File: src/rtl/wbus_target.sv
// rtl/wbus_target.sv - W-bus write target: write FIFO draining into a single-port register bank with a local read port.
// Optional WBUS_TARGET_DROP_CNT_EN adds a saturating drop_cnt output.
module wbus_target #(
  parameter int          DEPTH     = 4,
  parameter int          REGS      = 16,
  parameter logic [15:0] BASE_ADDR = 16'h0000
) (
  input  logic                       clk,
  input  logic                       rst,
  input  logic [15:0]                wa_addr,
  input  logic [15:0]                wa_data_wr,
  input  logic                       wa_wr_s,
  input  logic                       rd_en,
  input  logic [$clog2(REGS)-1:0]    rd_addr,
  output logic [15:0]                rd_data,
  output logic                       rd_valid,
  output logic [$clog2(DEPTH+1)-1:0] fifo_level,
  output logic                       ovf,
  input  logic                       ovf_clr
`ifdef WBUS_TARGET_DROP_CNT_EN
  ,
  output logic [7:0]                 drop_cnt
`endif
);

  localparam int AW = $clog2(REGS);
  localparam int PW = $clog2(DEPTH);
  localparam int LW = $clog2(DEPTH+1);
  localparam int EW = AW + 16;
  localparam logic [LW-1:0] FULL_LEVEL = LW'(DEPTH);

  logic [EW-1:0] mem [DEPTH];
  logic [PW-1:0] wptr;
  logic [PW-1:0] rptr;
  logic [15:0]   bank [REGS];

  logic          in_range;
  logic          full;
  logic          pop;
  logic          push;
  logic          drop;
  logic [EW-1:0] head;

  // BASE_ADDR is aligned to REGS, so only the upper address bits decide the hit.
  assign in_range = (wa_addr[15:AW] == BASE_ADDR[15:AW]);
  assign full     = (fifo_level == FULL_LEVEL);
  assign pop      = (fifo_level != '0) && !rd_en;
  assign push     = wa_wr_s && in_range && (!full || pop);
  assign drop     = wa_wr_s && in_range && full && !pop;
  assign head     = mem[rptr];

  always_ff @(posedge clk) begin
    if (push) begin
      mem[wptr] <= {wa_addr[AW-1:0], wa_data_wr};
    end
  end

  always_ff @(posedge clk or posedge rst) begin
    if (rst) begin
      wptr       <= '0;
      rptr       <= '0;
      fifo_level <= '0;
    end else begin
      if (push) wptr <= wptr + PW'(1);
      if (pop)  rptr <= rptr + PW'(1);
      case ({push, pop})
        2'b10:   fifo_level <= fifo_level + LW'(1);
        2'b01:   fifo_level <= fifo_level - LW'(1);
        default: fifo_level <= fifo_level;
      endcase
    end
  end

  // Single-port bank: a drain only happens in cycles without a read.
  always_ff @(posedge clk or posedge rst) begin
    if (rst) begin
      for (int i = 0; i < REGS; i++) begin
        bank[i] <= 16'h0;
      end
    end else if (pop) begin
      bank[head[EW-1:16]] <= head[15:0];
    end
  end

  always_ff @(posedge clk or posedge rst) begin
    if (rst) begin
      rd_data  <= 16'h0;
      rd_valid <= 1'b0;
    end else begin
      rd_valid <= rd_en;
      if (rd_en) rd_data <= bank[rd_addr];
    end
  end

  always_ff @(posedge clk or posedge rst) begin
    if (rst) begin
      ovf <= 1'b0;
    end else if (drop) begin
      ovf <= 1'b1;
    end else if (ovf_clr) begin
      ovf <= 1'b0;
    end
  end

`ifdef WBUS_TARGET_DROP_CNT_EN
  // A drop coinciding with a clear is counted as the first drop after the clear.
  always_ff @(posedge clk or posedge rst) begin
    if (rst) begin
      drop_cnt <= 8'h0;
    end else if (ovf_clr) begin
      drop_cnt <= drop ? 8'h1 : 8'h0;
    end else if (drop && drop_cnt != 8'hFF) begin
      drop_cnt <= drop_cnt + 8'h1;
    end
  end
`endif

endmodule

File: config.mk
export PLATFORM = sky130hd
export DESIGN_NAME = wbus_target
export DESIGN_NICKNAME = d
export VERILOG_FILES = /design/src/rtl/wbus_target.sv
export SDC_FILE = /design/constraint.sdc
export NUM_CORES = 1
export LEC_CHECK = 0
export ABC_AREA = 1
export BUFFER_PORTS_ARGS = -buffer_cell sky130_fd_sc_hd__buf_2
export CORE_MARGIN = 8
export CORE_UTILIZATION = 52
export DETAILED_ROUTE_END_ITERATION = 7
export GPL_TIMING_DRIVEN = 0
export PLACE_DENSITY_LB_ADDON = 0.1
export SLEW_MARGIN = 10
export SYNTH_ARGS = -nofsm -noshare
export SYNTH_HDL_FRONTEND = slang
export SYNTH_SLANG_ARGS = --single-unit
File: constraint.sdc
create_clock -name clk -period 23.1 [get_ports clk]
set_input_delay 3.465 -clock clk [delete_from_list [all_inputs] [get_ports clk]]
set_output_delay 3.465 -clock clk [all_outputs]
set_load 0.02 [all_outputs]
# Word-level counts from Yosys, hierarchy flattened
# Memory sizes are Yosys's and may differ from the RTL's.
# Index checks and enable logic that the tools add are counted.
[totals] register_bits=281 mem_bits_rw=80 in_bits=41 out_inout_bits=21 elab_cells=60 n_memories=1
[mem_list] name="mem" depth=4 word_bits=20 rd=1 rd_ports_with_merged_regs=0 write_ports=1 line="32" rtl="logic [EW-1:0] mem [DEPTH];"
[classes] n_addsub=4 order_cmp=3 eq_ne=3 mux=11 bitwise_logic=2 n_reduce_logical=14
[ops] op="256-bit bitwise mux" count=1
[ops] op="16-bit binary-select mux with 4-bit select" count=1
[ops] op="16-bit demux with 4-bit select" count=1
[ops] op="16-bit 2-to-1 mux" count=3
[ops] op="12-bit zero test" count=1
[ops] op="5-bit >= comparator, second input constant" count=2
[ops] op="4-bit inverter with 5-bit output" count=2
[ops] op="1-bit logical AND" count=6
[ops] op="3-bit one-hot mux with 2 select lines" count=1
[ops] op="5-bit by 1-bit less-than comparator with 1-bit output, second input constant" count=1
[ops] op="2-bit by 1-bit adder with 2-bit output, second input constant" count=2
[ops] op="1-bit 2-to-1 mux" count=4
[ops] op="2-bit nonzero test" count=2
[ops] op="3-bit by 1-bit adder with 3-bit output, second input constant" count=1
[ops] op="3-bit == test, second input constant" count=1
[ops] op="1-bit zero test" count=3
[ops] op="3-bit nonzero test" count=1
[ops] op="3-bit by 1-bit subtractor with 3-bit output, second input constant" count=1
[ops] op="2-bit by 1-bit == test with 1-bit output, second input constant" count=1
[ops] op="2-bit == test, second input constant" count=1
[ops] op="1-bit logical OR" count=1

# Depth between registers and ports, before layout
# An unclocked memory read counts as a cell.
[depth] word_depth=7 depth_mapped=13 mapped_depth_nobuf=12

# Least setup slack after synthesis
# No wires, ideal clock.
[synth_timing] kind="input-to-reg" from="in wa_addr[5]" to="mem mem[0][0] (netlist name) (enable)" setup_ns=0.397 t_arrival_ns=5.003 required_ns=22.703 path_slack_ns=17.701 cell_stages=7 path_buffers=0 path_cell_list="nor2_1 -> inv_1 -> nor2_1 -> nand2_1 -> nor2_1 -> inv_1 -> nor2_1"
[synth_via] elab_chain_len=5
[synth_lines] element="start: declaration" line="10" rtl="input logic [15:0] wa_addr,"
[synth_lines] element="12-bit zero test" line="45" rtl="assign in_range = (wa_addr[15:AW] == BASE_ADDR[15:AW]);"
[synth_lines] element="1-bit logical AND (2 in a row)" line="48" rtl="assign push = wa_wr_s && in_range && (!full || pop);"
[synth_lines] element="1-bit 2-to-1 mux" line="53" rtl="if (push) begin"
[synth_lines] element="1-bit 2-to-1 mux (implied by the code)" line="54" rtl="mem[wptr] <= {wa_addr[AW-1:0], wa_data_wr};"
[synth_lines] element="end: declaration" line="32"
# Every way passes these cells.

# Worst setup path in the final report
[layout_timing] from="in rd_en" to="reg bank[50] (netlist name)"
[layout_via] elab_chain_len=2
[layout_lines] element="start: declaration" line="13" rtl="input logic rd_en,"
[layout_lines] element="1-bit zero test" line="47" rtl="assign pop = (fifo_level != '0) && !rd_en;"
[layout_lines] element="1-bit logical AND" line="47"
[layout_lines] element="end signal: indexed assignment" line="81" rtl="bank[head[EW-1:16]] <= head[15:0];"
[layout_lines] element="end: declaration" line="35" rtl="logic [15:0] bank [REGS];"
# Every way passes these cells.
# A chain may end at the register's enable or synchronous reset.

==> run metrics <==
Synth Flop Type dfrtp_1; clock share of power 0.254; Vias about 14000; register bit count reported by yosys 361; Die Wd 193 um; top cells by area, synth dfrtp_1 (43%), nand2_1 (16%), edfxtp_1 (15%); critical path type in2reg; Compound-Gate Fraction of Synth Area 0.115; final core utilization 0.595; Placed Area 17300 um2; count leader, synth nand2_1; Logic pwr share 0.352; Syn Nets roughly 1900; initial antenna violation count 0; Tmin final 5.23 ns; CTS Sinks 361; layout cells sized above 1 0.129; vias per cell 5.74; port bufs 57; XOR/XNOR Fraction of Synth Area 0.00161; initial core utilization 0.523; Int Power between 0.001 and 0.0015 W; Yosys cell types 31; htree depth 2; critical-path maximum fanout 10; required time of the worst setup path 23.46 ns; final instance area roughly 19000 um2; outcome finished, final reports clean; row cnt 65; 1st-iter DRT viols 1443; Seq/Total Area, Yosys 0.577; Avg Cell Area, Syn 8.76 um2; routed wl met3 4.10 mm; clock-pin transition on the worst setup and hold timing paths 0.06 ns; Worst Tran Pin Value approximately 1.1 ns; pin count of the biggest net entering global routing 110; period utilisation layout 0.226; drt total wl 55.5 mm; relative slew slack 0.282; Lkg Pwr ~8.5 nW; P per Cell Area 136 nW/um2; crit path DAT 5.59 ns; core area 31200 um2; sequential power share 0.394; WL/cell 23.1 um; critical path endpoint category register; Layout Area Growth over Synthesis 13.7%; Net count, final 2016; first-pass GRT wire length 83.7 mm; Initial DRT Pass Iterations 6; DRC 0; reg2reg setup slack 20.36 ns; Post-synth EDFFs 80; Slew Limit Fails 0; adder-cell share of the synthesized area 0.00429; CTS tree yes; # setup viols final 0; Worst Setup Start Kind primary input; Sw Pwr 0.00105 W; Post-CTS Hold Buffers 0; # IOs between 60 and 70; Setup TNS Final 0 ns; Die ar. 37400 um2; M1 WL 23.6 mm; antenna fix cells 0; HPWL after DPL 40.7 mm; CTS Buf Count 40; Synth top cells by count nand2_1 (697), dfrtp_1 (281), nand3_1 (195); maximum clock path buffer count 3; Hold Crit Class reg2reg; DR WL met2 25.1 mm; Peak VDD IR between 0.07 and 0.08 mV; Final ANT Viol Nets 0; Root Buffer clkbuf_16; max cap viols 0; placed cells 2330; Fmax 191 MHz; routability cong. 0.997; hold violation total from the final report 0; Clock Skew 0.0190 ns; vias in the first global route 13500; YS warnings 0; Switching Fraction 0.415; largest area contributor in the netlist dfrtp_1; simple logic cell fraction of the synthesized area 0.248; asr flop ratio synth 0.778; Yosys top cell area share 0.430; clk_lat worst skew 0.54 ns; GRT overflow 0; RSZ-0062 raised after global routing no; Chip Height between 150 and 200 um; Mapped Cells 1865; Gates resized, CTS repair 0; highest metal used met4; post-synthesis mux area share 0; postcts setup bufs 0; aggregate global-route resource usage 0.294; Mapped Area 16300 um2; Finished Layout Cells 2401; largest family of logic cells by synthesized area simple AND/OR/NAND/NOR gates
cells by family after synthesis:
logic type / Yosys count
simple gates: 963
flops: 361
fa+ha+maj: 5
xor+xnor: 3
compound gates: 336
buf+inv: 197
flip-flops by register name, summed over array words and instances, names as in the netlist:
name / flops
bank: 256
fifo_level: 3
mem: 80
ovf: 1
rd_data: 16
rd_valid: 1
rptr: 2
wptr: 2
routing by layer:
metal / vias up / GRT usage
met4: 0 / 0.141
met1: 6657 / 0.402
met5: - / 0
met3: 140 / 0.0469
li1: 6360 / -
met2: 615 / 0.454
layout make-up:
type,count,area (um2)
fillers,2798,12700
flip-flops and latches,361,9430
multi-input cells,1307,6040
clock buffers,50,1120
plain buffers,135,642
well taps,402,503
repair buffers,63,400
inverters,62,243
clock inverters,21,194
placed cells by master (no fill, tap or decap), types with 7 or more instances in the layout:
cell type / synthesis / final
edfxtp_1: 80 / 80
nand2_1: 697 / 697
nor2_1: 39 / 35
o21ai_0: 84 / 84
a32oi_2: 16 / 16
clkbuf_16: 0 / 41
inv_1: 52 / 51
dfrtp_1: 281 / 281
a21oi_1: 54 / 54
clkbuf_1: 56 / 59
buf_1: 13 / 13
nand3_2: 8 / 8
clkinv_2: 0 / 11
nand3_1: 195 / 195
o21ai_1: 179 / 179
inv_2: 8 / 8
buf_2: 49 / 106
nor2_4: 8 / 8
nand2_2: 7 / 7
power groups by stage:
stage	sequential, W	clock [W]	combinational (W)
4_1_cts	0.000988	0.000645	0.000878
5_1_grt	0.00101	0.000671	0.000968
3_5_place_dp	0.000997	0	0.000876
3_3_place_gp	0.000993	0	0.000859
6_report	0.000996	0.000641	0.000888
2_1_floorplan	0.000955	0	0.000556
critical path, cell delays in order:
cell and delay [ns]:
buf_2 0.10, buf_2 0.22, inv_2 0.25, nand2_1 0.25, inv_2 0.37, nand2_4 0.13, nor2_4 0.25, nand2_2 0.17
buf_2 0.22, nand2_1 0.07, o21ai_1 0.06
final timing paths:
path / startpoint / endpoint / depth (start not counted)
setup / recovery: rd_en / bank[50]$_DFFE_PP0P_ / 11
hold / removal: bank[105]$_DFFE_PP0P_ / bank[105]$_DFFE_PP0P_ / 2
setup reg to reg: rptr[1]$_DFFE_PP0P_ / bank[209]$_DFFE_PP0P_ / 7
hold reg to reg: bank[105]$_DFFE_PP0P_ / bank[105]$_DFFE_PP0P_ / 2
max in group asynchronous: rst / rd_valid$_DFF_PP0_ / 4
min in group asynchronous: rst / bank[74]$_DFFE_PP0P_ / 2
per-stage QoR:
stage / worst slack, ns / power [W] / hold WS [ns]
floorplan: 11.88 / 0.00151 / 0.453
global placement: 8.67 / 0.00185 / 0.469
detailed placement: 17.38 / 0.00187 / 0.473
CTS: 17.92 / 0.00251 / 0.492
global route: 17.84 / 0.00265 / 0.506
finish: 17.87 / 0.00252 / 0.490
No activity file was read; power rests on OpenSTA's default activity.
